$ cat src/rtl/i2s_pkg.sv
// Shared constants and types for the I2S capture receiver.
package i2s_pkg;

   localparam int I2S_DATA_W = 24;

   typedef enum logic [0:0] {
      WAIT_SYNC = 1'b0,
      CAPTURE   = 1'b1
   } rx_state_t;

   localparam logic CH_LEFT  = 1'b0;
   localparam logic CH_RIGHT = 1'b1;

endpackage

$ cat src/rtl/i2s_rx_fifo.sv
// Synchronous FIFO with show-ahead head; the head reads as zero while empty.
module i2s_rx_fifo #(
   parameter int WIDTH = 48,
   parameter int DEPTH = 4
) (
   input  logic             clk,
   input  logic             rst,
   input  logic             wr_en,
   input  logic [WIDTH-1:0] wr_data,
   input  logic             rd_en,
   output logic [WIDTH-1:0] head,
   output logic             full,
   output logic             empty
);

   localparam int AW = $clog2(DEPTH);
   localparam logic [AW:0] FULL_CNT = (AW + 1)'(DEPTH);

   logic [WIDTH-1:0] mem [DEPTH];
   logic [AW-1:0]    wr_ptr_reg;
   logic [AW-1:0]    rd_ptr_reg;
   logic [AW:0]      count_reg;
   logic             do_rd;
   logic             do_wr;

   assign full  = (count_reg == FULL_CNT);
   assign empty = (count_reg == '0);
   // A read frees a slot in the same cycle, so a write into a full FIFO is accepted alongside it.
   assign do_rd = rd_en && !empty;
   assign do_wr = wr_en && (!full || do_rd);
   assign head  = empty ? '0 : mem[rd_ptr_reg];

   always_ff @(posedge clk) begin
      if (do_wr) begin
         mem[wr_ptr_reg] <= wr_data;
      end
   end

   always_ff @(posedge clk) begin
      if (rst) begin
         wr_ptr_reg <= '0;
         rd_ptr_reg <= '0;
         count_reg  <= '0;
      end else begin
         if (do_wr) begin
            wr_ptr_reg <= wr_ptr_reg + AW'(1);
         end
         if (do_rd) begin
            rd_ptr_reg <= rd_ptr_reg + AW'(1);
         end
         case ({do_wr, do_rd})
            2'b10:   count_reg <= count_reg + (AW + 1)'(1);
            2'b01:   count_reg <= count_reg - (AW + 1)'(1);
            default: count_reg <= count_reg;
         endcase
      end
   end

endmodule

$ cat src/rtl/i2s_adc_rx.sv
// I2S stereo capture: oversampled bclk/lrclk/adcdat -> paired words -> FIFO -> valid/ready stream.
// Define I2S_RX_PEAK_EN to add per-channel peak magnitude meters (peak_l/peak_r/peak_clr).
module i2s_adc_rx
   import i2s_pkg::*;
#(
   parameter int DATA_W     = I2S_DATA_W,
   parameter int FIFO_DEPTH = 4
) (
   input  logic              clk,
   input  logic              rst,
   input  logic              i2s_bclk,
   input  logic              i2s_lrclk,
   input  logic              i2s_adcdat,
   output logic [DATA_W-1:0] out_left,
   output logic [DATA_W-1:0] out_right,
   output logic              out_valid,
   input  logic              out_ready,
   output logic              overflow,
   input  logic              overflow_clr,
   output logic              sync_err
`ifdef I2S_RX_PEAK_EN
   ,
   output logic [DATA_W-2:0] peak_l,
   output logic [DATA_W-2:0] peak_r,
   input  logic              peak_clr
`endif
);

   localparam int CW = $clog2(DATA_W + 1);
   localparam logic [CW-1:0] CNT_LAST = CW'(DATA_W - 1);
   localparam logic [CW-1:0] CNT_SAT  = CW'(DATA_W);

   logic [1:0]        bclk_sync_reg;
   logic [1:0]        lr_sync_reg;
   logic [1:0]        dat_sync_reg;
   logic              bclk_prev_reg;
   logic              bclk_rise;
   logic              lr_s;
   logic              dat_s;

   logic [DATA_W-2:0] shreg_reg;
   logic [CW-1:0]     bit_cnt_reg;
   logic              lr_prev_reg;
   logic [DATA_W-1:0] word_reg;
   logic              word_done_reg;
   logic              word_good_reg;
   logic              word_ch_reg;

   rx_state_t           state_reg;
   logic [DATA_W-1:0]   left_hold_reg;
   logic                left_ok_reg;
   logic                push_reg;
   logic [2*DATA_W-1:0] push_data_reg;
   logic                sync_err_reg;
   logic                overflow_reg;

   logic                fifo_full;
   logic                fifo_empty;
   logic                pop;
   logic [2*DATA_W-1:0] fifo_head;

   // All three inputs share the same two-stage path so their relative alignment is kept.
   always_ff @(posedge clk) begin
      if (rst) begin
         bclk_sync_reg <= '0;
         lr_sync_reg   <= '0;
         dat_sync_reg  <= '0;
         bclk_prev_reg <= 1'b0;
      end else begin
         bclk_sync_reg <= {bclk_sync_reg[0], i2s_bclk};
         lr_sync_reg   <= {lr_sync_reg[0], i2s_lrclk};
         dat_sync_reg  <= {dat_sync_reg[0], i2s_adcdat};
         bclk_prev_reg <= bclk_sync_reg[1];
      end
   end

   assign bclk_rise = bclk_sync_reg[1] && !bclk_prev_reg;
   assign lr_s      = lr_sync_reg[1];
   assign dat_s     = dat_sync_reg[1];

   // With the one-bit I2S delay, the rise that sees a new lrclk carries the old word's LSB.
   always_ff @(posedge clk) begin
      if (rst) begin
         shreg_reg     <= '0;
         bit_cnt_reg   <= '0;
         lr_prev_reg   <= CH_LEFT;
         word_reg      <= '0;
         word_done_reg <= 1'b0;
         word_good_reg <= 1'b0;
         word_ch_reg   <= CH_LEFT;
      end else begin
         word_done_reg <= 1'b0;
         if (bclk_rise) begin
            if (lr_s != lr_prev_reg) begin
               word_reg      <= {shreg_reg, dat_s};
               word_done_reg <= 1'b1;
               word_good_reg <= (bit_cnt_reg == CNT_LAST);
               word_ch_reg   <= lr_prev_reg;
               bit_cnt_reg   <= '0;
               lr_prev_reg   <= lr_s;
            end else begin
               shreg_reg <= {shreg_reg[DATA_W-3:0], dat_s};
               if (bit_cnt_reg != CNT_SAT) begin
                  bit_cnt_reg <= bit_cnt_reg + CW'(1);
               end
            end
         end
      end
   end

   always_ff @(posedge clk) begin
      if (rst) begin
         state_reg     <= WAIT_SYNC;
         left_hold_reg <= '0;
         left_ok_reg   <= 1'b0;
         push_reg      <= 1'b0;
         push_data_reg <= '0;
         sync_err_reg  <= 1'b0;
      end else begin
         push_reg     <= 1'b0;
         sync_err_reg <= 1'b0;
         if (word_done_reg) begin
            case (state_reg)
               WAIT_SYNC: state_reg <= CAPTURE;
               CAPTURE: begin
                  if (!word_good_reg) begin
                     sync_err_reg <= 1'b1;
                     left_ok_reg  <= 1'b0;
                  end else if (word_ch_reg == CH_LEFT) begin
                     left_hold_reg <= word_reg;
                     left_ok_reg   <= 1'b1;
                  end else if (word_ch_reg == CH_RIGHT && left_ok_reg) begin
                     push_reg      <= 1'b1;
                     push_data_reg <= {left_hold_reg, word_reg};
                     left_ok_reg   <= 1'b0;
                  end
               end
               default: state_reg <= WAIT_SYNC;
            endcase
         end
      end
   end

   i2s_rx_fifo #(
      .WIDTH (2 * DATA_W),
      .DEPTH (FIFO_DEPTH)
   ) u_fifo (
      .clk     (clk),
      .rst     (rst),
      .wr_en   (push_reg),
      .wr_data (push_data_reg),
      .rd_en   (pop),
      .head    (fifo_head),
      .full    (fifo_full),
      .empty   (fifo_empty)
   );

   assign out_valid              = !fifo_empty;
   assign pop                    = out_valid && out_ready;
   assign {out_left, out_right}  = fifo_head;

   // A fresh drop wins over a simultaneous clear.
   always_ff @(posedge clk) begin
      if (rst) begin
         overflow_reg <= 1'b0;
      end else if (push_reg && fifo_full && !pop) begin
         overflow_reg <= 1'b1;
      end else if (overflow_clr) begin
         overflow_reg <= 1'b0;
      end
   end

   assign overflow = overflow_reg;
   assign sync_err = sync_err_reg;

`ifdef I2S_RX_PEAK_EN
   function automatic logic [DATA_W-2:0] abs_sat(input logic [DATA_W-1:0] v);
      logic [DATA_W-1:0] neg;
      neg = -v;
      if (!v[DATA_W-1]) begin
         return v[DATA_W-2:0];
      end
      if (neg[DATA_W-1]) begin
         return '1;
      end
      return neg[DATA_W-2:0];
   endfunction

   logic                   push_accept;
   logic [1:0][DATA_W-1:0] peak_src;
   logic [1:0][DATA_W-2:0] peak_all;

   assign push_accept        = push_reg && (!fifo_full || pop);
   assign peak_src[CH_LEFT]  = push_data_reg[2*DATA_W-1:DATA_W];
   assign peak_src[CH_RIGHT] = push_data_reg[DATA_W-1:0];

   for (genvar gi = 0; gi < 2; gi++) begin : g_peak
      logic [DATA_W-2:0] peak_reg;
      logic [DATA_W-2:0] mag;

      assign mag = abs_sat(peak_src[gi]);

      // A clear coinciding with a push restarts the meter from that pair.
      always_ff @(posedge clk) begin
         if (rst) begin
            peak_reg <= '0;
         end else if (push_accept) begin
            if (peak_clr || mag > peak_reg) begin
               peak_reg <= mag;
            end
         end else if (peak_clr) begin
            peak_reg <= '0;
         end
      end

      assign peak_all[gi] = peak_reg;
   end

   assign peak_l = peak_all[CH_LEFT];
   assign peak_r = peak_all[CH_RIGHT];
`endif

endmodule

$ cat config.mk
export PLATFORM = sky130hd
export DESIGN_NAME = i2s_adc_rx
export DESIGN_NICKNAME = d
export VERILOG_FILES = /design/src/rtl/i2s_pkg.sv /design/src/rtl/i2s_rx_fifo.sv /design/src/rtl/i2s_adc_rx.sv
export SDC_FILE = /design/constraint.sdc
export NUM_CORES = 1
export LEC_CHECK = 0
export ABC_AREA = 1
export CAP_MARGIN = 10
export CORE_ASPECT_RATIO = 1.2
export CORE_UTILIZATION = 36
export CTS_CLUSTER_DIAMETER = 100
export CTS_CLUSTER_SIZE = 40
export DETAILED_ROUTE_END_ITERATION = 7
export GPL_TIMING_DRIVEN = 0
export PLACE_DENSITY = 0.49
export SLEW_MARGIN = 30
export SYNTH_ARGS = -nofsm -noshare
export SYNTH_HDL_FRONTEND = slang
export SYNTH_SLANG_ARGS = --single-unit
export TNS_END_PERCENT = 5
$ cat constraint.sdc
create_clock -name clk -period 4.1 [get_ports clk]
set_input_delay 0.615 -clock clk [delete_from_list [all_inputs] [get_ports clk]]
set_output_delay 0.615 -clock clk [all_outputs]
set_load 0.01 [all_outputs]
==> results.sh, run 1 <==
export IMPL_use_met1_pct=22.6
export IMPL_drtAntennaViolNets=0
export IMPL_fillCellCount=3413
export IMPL_fp_dieW_um=175
export IMPL_pwr_share_clk_pct=29.7
export IMPL_layout_commonest_cell="nor2_1"
export IMPL_postCtsSetupBuffers=0
export IMPL_ios=58
export IMPL_largest_reg_flops=192
export IMPL_grt_pass1_vias=8377
export IMPL_cts_hold_buffers_added=0
export IMPL_cts_repair_resized=0
export IMPL_startpoint_type="flip-flop"
export IMPL_dpl_hpwl_um=21900
export IMPL_post_route_period_util_pct=83.9
export IMPL_grt_max_degree=42
export IMPL_drt_first_pass_iters=5
export IMPL_drive_above_1_share_pct=7.45
export IMPL_vdd_drop_max_mv=0.383
export IMPL_power_leakage_nw=5.03
export IMPL_setup_viol=0
export IMPL_core_mm2=0.0352
export IMPL_drv_slew=0
export IMPL_routed_wl_um=31100
export IMPL_worst_pin_slew_ns=0.681
export IMPL_ys_seq_area_share_pct=67.7
export IMPL_seqPwrFrac_pct=60.1
export IMPL_layout_min_cycle_time_ns=3.44
export IMPL_antenna_cells=0
export IMPL_use_met2_pct=30.8
export IMPL_powerDensity_mw_per_mm2=404
export IMPL_cp_max_fo=10
export IMPL_final_util_pct=42.2
export IMPL_vias=8692
export IMPL_top_usage_layer="met2"
export IMPL_cts_sinks=341
export IMPL_critical_path_class="reg -> out"
export IMPL_rsz0062_at_grt="no"
export IMPL_clkSlewWorstSetupHoldPaths_ns=0.15
export IMPL_yosys_area_top_type_share_pct=44.6
export IMPL_yosys_area_top_type="edfxtp_1"
export IMPL_clk_latency_ns=0.54
export IMPL_cp_arrival_ns=2.82
export IMPL_hold_path_class="in -> reg"
export IMPL_drt_iter0_markers=577
export IMPL_cp_data_required_time_ns=3.48
export IMPL_vias_per_cell=4.78
export IMPL_fmaxAchievable_mhz=291
export IMPL_skew_ns=0.0513
export IMPL_syn_nets=1281
export IMPL_ctsLongestPathBuffers=3
export IMPL_p_sw_w=0.00151
export IMPL_cts_made_buffers=13
export IMPL_relSlewSlack_pct=54.6
export IMPL_status="completed"
export IMPL_cp_end_kind="output port"
export IMPL_dieArea_mm2=0.0366
export IMPL_grt_usage_pct=17.2
export IMPL_yosys_top_cells_area="edfxtp_1 (45%), dfxtp_1 (23%), nor2_1 (12%)"
export IMPL_area_growth_pct=15.0
export IMPL_p_comb_share_pct=10.3
export IMPL_cts_max_level=1
export IMPL_synth_cells=1266
export IMPL_wl_per_cell_um=17.1
export IMPL_final_area_mm2=0.0149
export IMPL_clk_root_buffer_cell="clkbuf_16"
export IMPL_p_int_w=0.00448
export IMPL_antenna_found_initial=0
export IMPL_globalRoute_totalOverflow=0
export IMPL_drc=0
export IMPL_maxCapViolations=0
export IMPL_finalNetCount=1364
export IMPL_gr_usage_met3_pct=1.39
export IMPL_avgSynthCellArea_um2=10.2
export IMPL_yosys_cell_types_count=29
export IMPL_dpl_instance_area_mm2=0.0144
export IMPL_grt_pass1_wl_um=48600
export IMPL_switching_share_pct=25.3
export IMPL_yosysWarnings=0
export IMPL_finalPower_w=0.00600
export IMPL_rows=75
export IMPL_hold_viol_final=0
export IMPL_final_cell_mix="nor2_1 (406), edfxtp_1 (192), o21ai_0 (179)"
export IMPL_die_y_um=209
export IMPL_start_util_pct=36.7
export IMPL_synth_seq_cells=341
export IMPL_cts_tree="done"
export IMPL_io_buffers=56
export IMPL_place_congestion=0.852
export IMPL_synthesis_area_mm2=0.0129
==> per-layer routing <==
metal  wire length [um]  up-vias  share of wire [%]
li1                   -     4411                  -
met1              14000     4147                 45
met2              15800      110                 51
met3                799       24                2.6
met4                408        0                1.3
met5                  0        -                  0
==> power groups by stage <==
stage	sequential, W	clock, W	combinational, W
after CTS	0.00360	0.00183	0.000638
after global placement	0.00368	0	0.000628
final	0.00360	0.00178	0.000615
after global routing	0.00361	0.00193	0.000694
after detailed placement	0.00368	0	0.000636
after floorplan	0.00367	0	0.000370
==> path summary, 6_finish.rpt <==
path / end / slack, ns / startpoint / depth (start not counted)
worst min-delay path: shreg_reg[15]$_SDFFE_PP0P_ / 0.26 / rst / 2
worst max register to register: u_fifo.count_reg[2]$_SDFFE_PP0P_ / 1.68 / u_fifo.count_reg[2]$_SDFFE_PP0P_ / 11
worst min register to register: dat_sync_reg[1]$_SDFF_PP0_ / 0.36 / dat_sync_reg[0]$_SDFF_PP0_ / 2
worst max-delay path: out_left[7] / 0.66 / flip-flop / 6
==> worst max-delay path, cell delays in order (launching register included) <==
cell and delay, ns:
dfxtp_1 0.32, buf_2 0.20, inv_2 0.17, clkbuf_1 0.51, o21ai_0 0.20, a21oi_1 0.30, clkdlybuf4s50_1 0.60
==> final cells by class <==
cell class              instances  area [um^2]  area share, %
inverters                      41          155           1.04
clock inverters                 6          101          0.682
clock buffers                  16          337           2.27
plain buffers                  79          434           2.92
well taps                     462          578           3.89
flip-flops and latches        341         8750           58.9
repair buffers                 68          891           6.00
multi-input cells             805         3610           24.3
==> cells in the mapped netlist <==
library cell	instances
a211oi_1	1
a21boi_0	1
a21oi_1	84
buf_2	28
buf_4	10
buf_6	8
clkbuf_1	29
clkbuf_2	4
clkinv_2	1
dfxtp_1	149
edfxtp_1	192
fa_1	1
ha_1	7
inv_1	33
inv_2	7
nand2_1	54
nand2_2	1
nand3_1	33
nand3_2	2
nand3_4	1
nand4_1	3
nor2_1	410
nor2_2	2
nor2_4	1
nor3_1	3
nor3_4	1
o21ai_0	179
o21ai_1	19
xor2_1	2
==> kinds of logic after synthesis <==
family,synth area share [%]
adders and majority gates,0.833
and+or+nand+nor,15.7
DFF,67.7
xor gates and xnor gates,0.136
AOI/OAI and AO/OA,11.0
buffers and inverters,4.56
==> stage by stage <==
step / cells / setup WS (ns) / TNS (ns) / hold slack [ns]
finish: 1818 / 0.660 / 0 / 0.259
global route: 1818 / 0.478 / 0 / 0.248
CTS: 1818 / 0.527 / 0 / 0.248
detailed placement: 1796 / 1.08 / 0 / 0.399
global placement: 1784 / -1.91 / -354.14 / 0.393
floorplan: 1266 / 0.558 / 0 / 0.388
(Power assumes the default switching activity.)
==> inputs of run 2 (changes only) <==
PLACE_DENSITY = 0.51   (was 0.49)
clock period = 3 ns   (was 4.1 ns; I/O delays follow)
==> results.sh, run 2 (synthesized netlist as in run 1, its figures left out) <==
export IMPL_worst_pin_slew_ns=0.634
export IMPL_power_leakage_nw=5.13
export IMPL_powerDensity_mw_per_mm2=549
export IMPL_drt_iter0_markers=544
export IMPL_wl_per_cell_um=16.9
export IMPL_cpMaxStageDelayCell="clkdlybuf4s50_1"
export IMPL_cp_arrival_ns=2.45
export IMPL_grt_pass1_vias=8501
export IMPL_core_mm2=0.0352
export IMPL_postCtsSetupBuffers=0
export IMPL_antenna_cells=0
export IMPL_reg2reg_from="u_fifo.count_reg[2]$_SDFFE_PP0P_"
export IMPL_drv_slew=0
export IMPL_worstPathCellList="inv_1 -> nand3_1 -> inv_2 -> buf_4 -> clkbuf_4 -> a21oi_1 -> clkdlybuf4s50_1"
export IMPL_layout_min_cycle_time_ns=2.90
export IMPL_cts_made_buffers=13
export IMPL_cts_tree="done"
export IMPL_die_y_um=209
export IMPL_cp_end_kind="output port"
export IMPL_rsz0062_at_grt="yes"
export IMPL_clk_latency_ns=0.52
export IMPL_p_comb_share_pct=10.8
export IMPL_layout_commonest_cell="nor2_1"
export IMPL_cp_max_fo=10
export IMPL_post_route_period_util_pct=96.6
export IMPL_largest_reg_flops=192
export IMPL_ios=58
export IMPL_start_util_pct=36.7
export IMPL_drt_first_pass_iters=5
export IMPL_vias_per_cell=4.76
export IMPL_vias=8643
export IMPL_min_from="rst"
export IMPL_ctsLongestPathBuffers=3
export IMPL_drtAntennaViolNets=0
export IMPL_globalRoute_totalOverflow=0
export IMPL_final_area_mm2=0.0149
export IMPL_reg2reg_depth=11
export IMPL_grt_usage_pct=17.0
export IMPL_drc=0
export IMPL_hold_viol_final=0
export IMPL_setup_viol=0
export IMPL_maxCapViolations=0
export IMPL_skew_ns=0.0347
export IMPL_stdcell_count=1815
export IMPL_cts_hold_buffers_added=0
export IMPL_grt_pass1_wl_um=48200
export IMPL_vdd_drop_max_mv=0.345
export IMPL_startpoint_type="flip-flop"
export IMPL_antenna_found_initial=0
export IMPL_seqPwrFrac_pct=60.3
export IMPL_grt_max_degree=42
export IMPL_pwr_share_clk_pct=28.9
export IMPL_rows=75
export IMPL_hold_path_class="in -> reg"
export IMPL_final_cell_mix="nor2_1 (406), edfxtp_1 (192), o21ai_0 (179)"
export IMPL_clk_root_buffer_cell="clkbuf_16"
export IMPL_place_congestion=0.806
export IMPL_critical_path_class="reg -> out"
export IMPL_finalNetCount=1362
export IMPL_p_sw_w=0.00205
export IMPL_crit_path_start="u_fifo.count_reg[1]$_SDFFE_PP0P_"
export IMPL_area_growth_pct=15.1
export IMPL_hold_depth=2
export IMPL_placed_cells=1794
export IMPL_fmaxAchievable_mhz=345
export IMPL_cp_data_required_time_ns=2.55
export IMPL_dpl_instance_area_mm2=0.0143
export IMPL_critical_path_max_stage_delay_ns=0.57
export IMPL_routed_wl_um=30600
export IMPL_drive_above_1_share_pct=8.35
export IMPL_p_int_w=0.00612
export IMPL_fillCellCount=3411
export IMPL_cts_sinks=341
export IMPL_switching_share_pct=25.1
export IMPL_dpl_hpwl_um=21500
export IMPL_clkSlewWorstSetupHoldPaths_ns=0.14
export IMPL_cts_max_level=1
export IMPL_status="completed"
export IMPL_holdWs_ns=0.117
export IMPL_fp_dieW_um=175
export IMPL_relSlewSlack_pct=57.7
export IMPL_io_buffers=56
export IMPL_dieArea_mm2=0.0366
-- run 2: changes by cell type in the layout (fill, tap and decap cells not counted), moves of 3 or more --
cell             change
a21oi_1              -6
a21oi_2              +6
buf_16               -4
buf_2                -4
buf_6                +4
buf_8                +3
clkbuf_1             -7
clkbuf_4             +5
clkdlybuf4s50_1      -6
dlymetal6s2s_1       +5
-- run 2: final timing paths --
check	to	slack, ns
setup / recovery	out_left[2]	0.10
hold reg to reg	dat_sync_reg[1]$_SDFF_PP0_	0.40
hold / removal	shreg_reg[15]$_SDFFE_PP0P_	0.12
setup reg to reg	u_fifo.count_reg[2]$_SDFFE_PP0P_	0.58
-- run 2: layout make-up --
type	instances	area [um^2]	share of cell area, %
well taps	462	578	3.89
multi-input cells	805	3630	24.4
flip-flops and latches	341	8750	58.9
plain buffers	79	494	3.33
clock inverters	4	71.3	0.480
inverters	41	155	1.04
repair buffers	66	822	5.53
clock buffers	17	362	2.43
-- run 2: worst max-delay path: cells and delay by family, from the launching register on --
| kind | cells | cell delay (ns) |
|---|---|---|
| DFF | 1 | 0.38 |
| buffers and inverters | 5 | 1.19 |
| AOI/OAI and AO/OA | 1 | 0.20 |
| and+or+nand+nor | 1 | 0.16 |
-- run 2: power groups by stage --
stage	clock network, W	registers (W)	logic, W
6_report	0.00236	0.00492	0.000884
5_1_grt	0.00257	0.00493	0.000989
4_1_cts	0.00244	0.00492	0.000895
3_5_place_dp	0	0.00503	0.000864
3_3_place_gp	0	0.00503	0.000851
2_1_floorplan	0	0.00502	0.000506
-- run 2: per-stage QoR --
stage	utilization [%]	power, W	setup slack [ns]	TNS [ns]
after floorplan	-	0.00553	-0.377	-72.36
after global placement	39.9	0.00588	-2.79	-522.36
after detailed placement	40.7	0.00589	0.0226	0
after CTS	42.1	0.00826	0.00958	0
after global routing	42.2	0.00848	-0.0368	-0.134
final	42.2	0.00817	0.102	0
-- run 2: metal layers --
layer / routed length, um / part of all wire, % / up-vias / GRT usage [%]
li1: - / - / 4404 / -
met1: 13500 / 44 / 4106 / 21.6
met2: 15900 / 52 / 111 / 31.3
met3: 765 / 2.5 / 22 / 1.34
met4: 438 / 1.4 / 0 / 3.51
met5: 0 / 0 / - / 0
-- run 2: repair_timing --
action / CTS / global route
setup endpoints to repair: 46 / 27
gates resized for setup: 23 / 18
pin swaps: 1 / 0
==> inputs of run 3 (changes only) <==
TNS_END_PERCENT = unset   (was 5)
==> results.sh, run 3 (synthesized netlist as in run 1, its figures left out) <==
export IMPL_rows=75
export IMPL_die_y_um=209
export IMPL_maxCapViolations=0
export IMPL_setup_viol=0
export IMPL_ios=58
export IMPL_reg2reg_depth=11
export IMPL_cts_sinks=341
export IMPL_drt_iter0_markers=572
export IMPL_post_route_period_util_pct=96.1
export IMPL_antenna_found_initial=0
export IMPL_io_buffers=56
export IMPL_clk_latency_ns=0.52
export IMPL_hold_viol_final=0
export IMPL_worst_pin_slew_ns=0.642
export IMPL_powerDensity_mw_per_mm2=550
export IMPL_grt_pass1_vias=8501
export IMPL_fp_dieW_um=175
export IMPL_ctsLongestPathBuffers=3
export IMPL_layout_commonest_cell="nor2_1"
export IMPL_reg2reg_from="u_fifo.count_reg[2]$_SDFFE_PP0P_"
export IMPL_startpoint_type="flip-flop"
export IMPL_drv_slew=0
export IMPL_vias_per_cell=4.76
export IMPL_critical_path_class="reg -> out"
export IMPL_cp_max_fo=10
export IMPL_clk_root_buffer_cell="clkbuf_16"
export IMPL_layout_min_cycle_time_ns=2.88
export IMPL_stdcell_count=1815
export IMPL_grt_usage_pct=17.0
export IMPL_core_mm2=0.0352
export IMPL_drt_first_pass_iters=5
export IMPL_cts_tree="done"
export IMPL_min_from="rst"
export IMPL_skew_ns=0.0362
export IMPL_cts_max_level=1
export IMPL_drive_above_1_share_pct=8.50
export IMPL_clkSlewWorstSetupHoldPaths_ns=0.14
export IMPL_dpl_hpwl_um=21500
export IMPL_vdd_drop_max_mv=0.344
export IMPL_grt_max_degree=42
export IMPL_r2r_end="u_fifo.count_reg[2]$_SDFFE_PP0P_"
export IMPL_postCtsSetupBuffers=0
export IMPL_drc=0
export IMPL_fmaxAchievable_mhz=347
export IMPL_finalNetCount=1362
export IMPL_status="completed"
export IMPL_placed_cells=1794
export IMPL_area_growth_pct=15.2
export IMPL_grt_pass1_wl_um=48200
export IMPL_antenna_cells=0
export IMPL_hold_depth=2
export IMPL_place_congestion=0.806
export IMPL_hold_path_class="in -> reg"
export IMPL_power_leakage_nw=5.16
export IMPL_cp_arrival_ns=2.43
export IMPL_fillCellCount=3412
export IMPL_cp_end_kind="output port"
export IMPL_min_to="shreg_reg[15]$_SDFFE_PP0P_"
export IMPL_largest_reg_flops=192
export IMPL_routed_wl_um=30600
export IMPL_drtAntennaViolNets=0
export IMPL_start_util_pct=36.7
export IMPL_cts_made_buffers=13
export IMPL_relSlewSlack_pct=57.2
export IMPL_final_cell_mix="nor2_1 (406), edfxtp_1 (192), o21ai_0 (179)"
export IMPL_cp_data_required_time_ns=2.55
export IMPL_r2r_slack_ns=0.56
export IMPL_final_util_pct=42.3
export IMPL_wl_per_cell_um=16.9
export IMPL_globalRoute_totalOverflow=0
export IMPL_vias=8631
export IMPL_dieArea_mm2=0.0366
[run 3: cell count changes in the layout (fill, tap and decap cells not counted), sizes merged]
cell and change:
buf -1, clkbuf +1, clkdlybuf4s50 -1, dlymetal6s2s +1
[run 3: cell type report]
type                            count  area (um^2)  share of cell area, %
Sequential cell                   341         8750                   58.8
Multi-Input combinational cell    805         3640                   24.4
Timing Repair Buffer               66          825                   5.54
Tap cell                          462          578                   3.89
Buffer                             79          497                   3.34
Clock buffer                       17          362                   2.43
Inverter                           41          155                   1.04
Clock inverter                      4         71.3                  0.479
[run 3: per-layer routing]
metal  vias to the layer above  GRT usage [%]  routed length (um)
met5                         -              0                   0
met4                         0           3.51                 439
met3                        21           1.34                 777
met2                       109           31.3               16000
met1                      4095           21.6               13500
li1                       4406              -                   -
[run 3: worst max-delay path, cell delays in order (launching register included)]
cell and delay (ns):
dfxtp_1 0.33, buf_4 0.18, inv_2 0.14, buf_6 0.18, buf_4 0.20, o21ai_0 0.13, a21oi_2 0.18, clkdlybuf4s50_1 0.56
[run 3: report_power, final]
| part | internal, W | switching [W] | leakage, nW |
|---|---|---|---|
| clock | 0.000913 | 0.00145 | 0.207 |
| sequential | 0.00490 | 0.0000186 | 2.75 |
| combinational | 0.000306 | 0.000584 | 2.19 |
[run 3: stage by stage]
step           instance area, um^2  setup slack [ns]  hold WS [ns]  power, W  setup TNS (ns)
3_3_place_gp                 14100             -2.79         0.393   0.00588         -522.36
5_1_grt                      14900         -0.000837         0.113   0.00849       -0.000837
6_report                     14900             0.117         0.116   0.00818               0
4_1_cts                      14800           0.00958        0.0999   0.00826               0
2_1_floorplan                12900            -0.377         0.388   0.00553          -72.36
3_5_place_dp                 14300            0.0226         0.394   0.00589               0
[run 3: how the worst max path moves through the flow]
stage | from | endpoint | slack, ns | cells past startpoint
detailed placement | out_ready | u_fifo.mem[3][39]$_DFFE_PP_ | 0.02 | 7
finish | flip-flop | out_right[1] | 0.12 | 7
global placement | out_ready | u_fifo.mem[3][39]$_DFFE_PP_ | -2.79 | 5
CTS | flip-flop | out_left[12] | 0.01 | 6
global route | flip-flop | out_right[12] | -0.0008 | 7
floorplan | out_ready | u_fifo.mem[0][0]$_DFFE_PP_ | -0.38 | 4
[run 3: what timing repair did]
action,CTS,global route
cloned,0,0
pin swaps,1,0
resized for setup,23,22
hold buffers,0,0
endpoints found under the setup margin,46,27
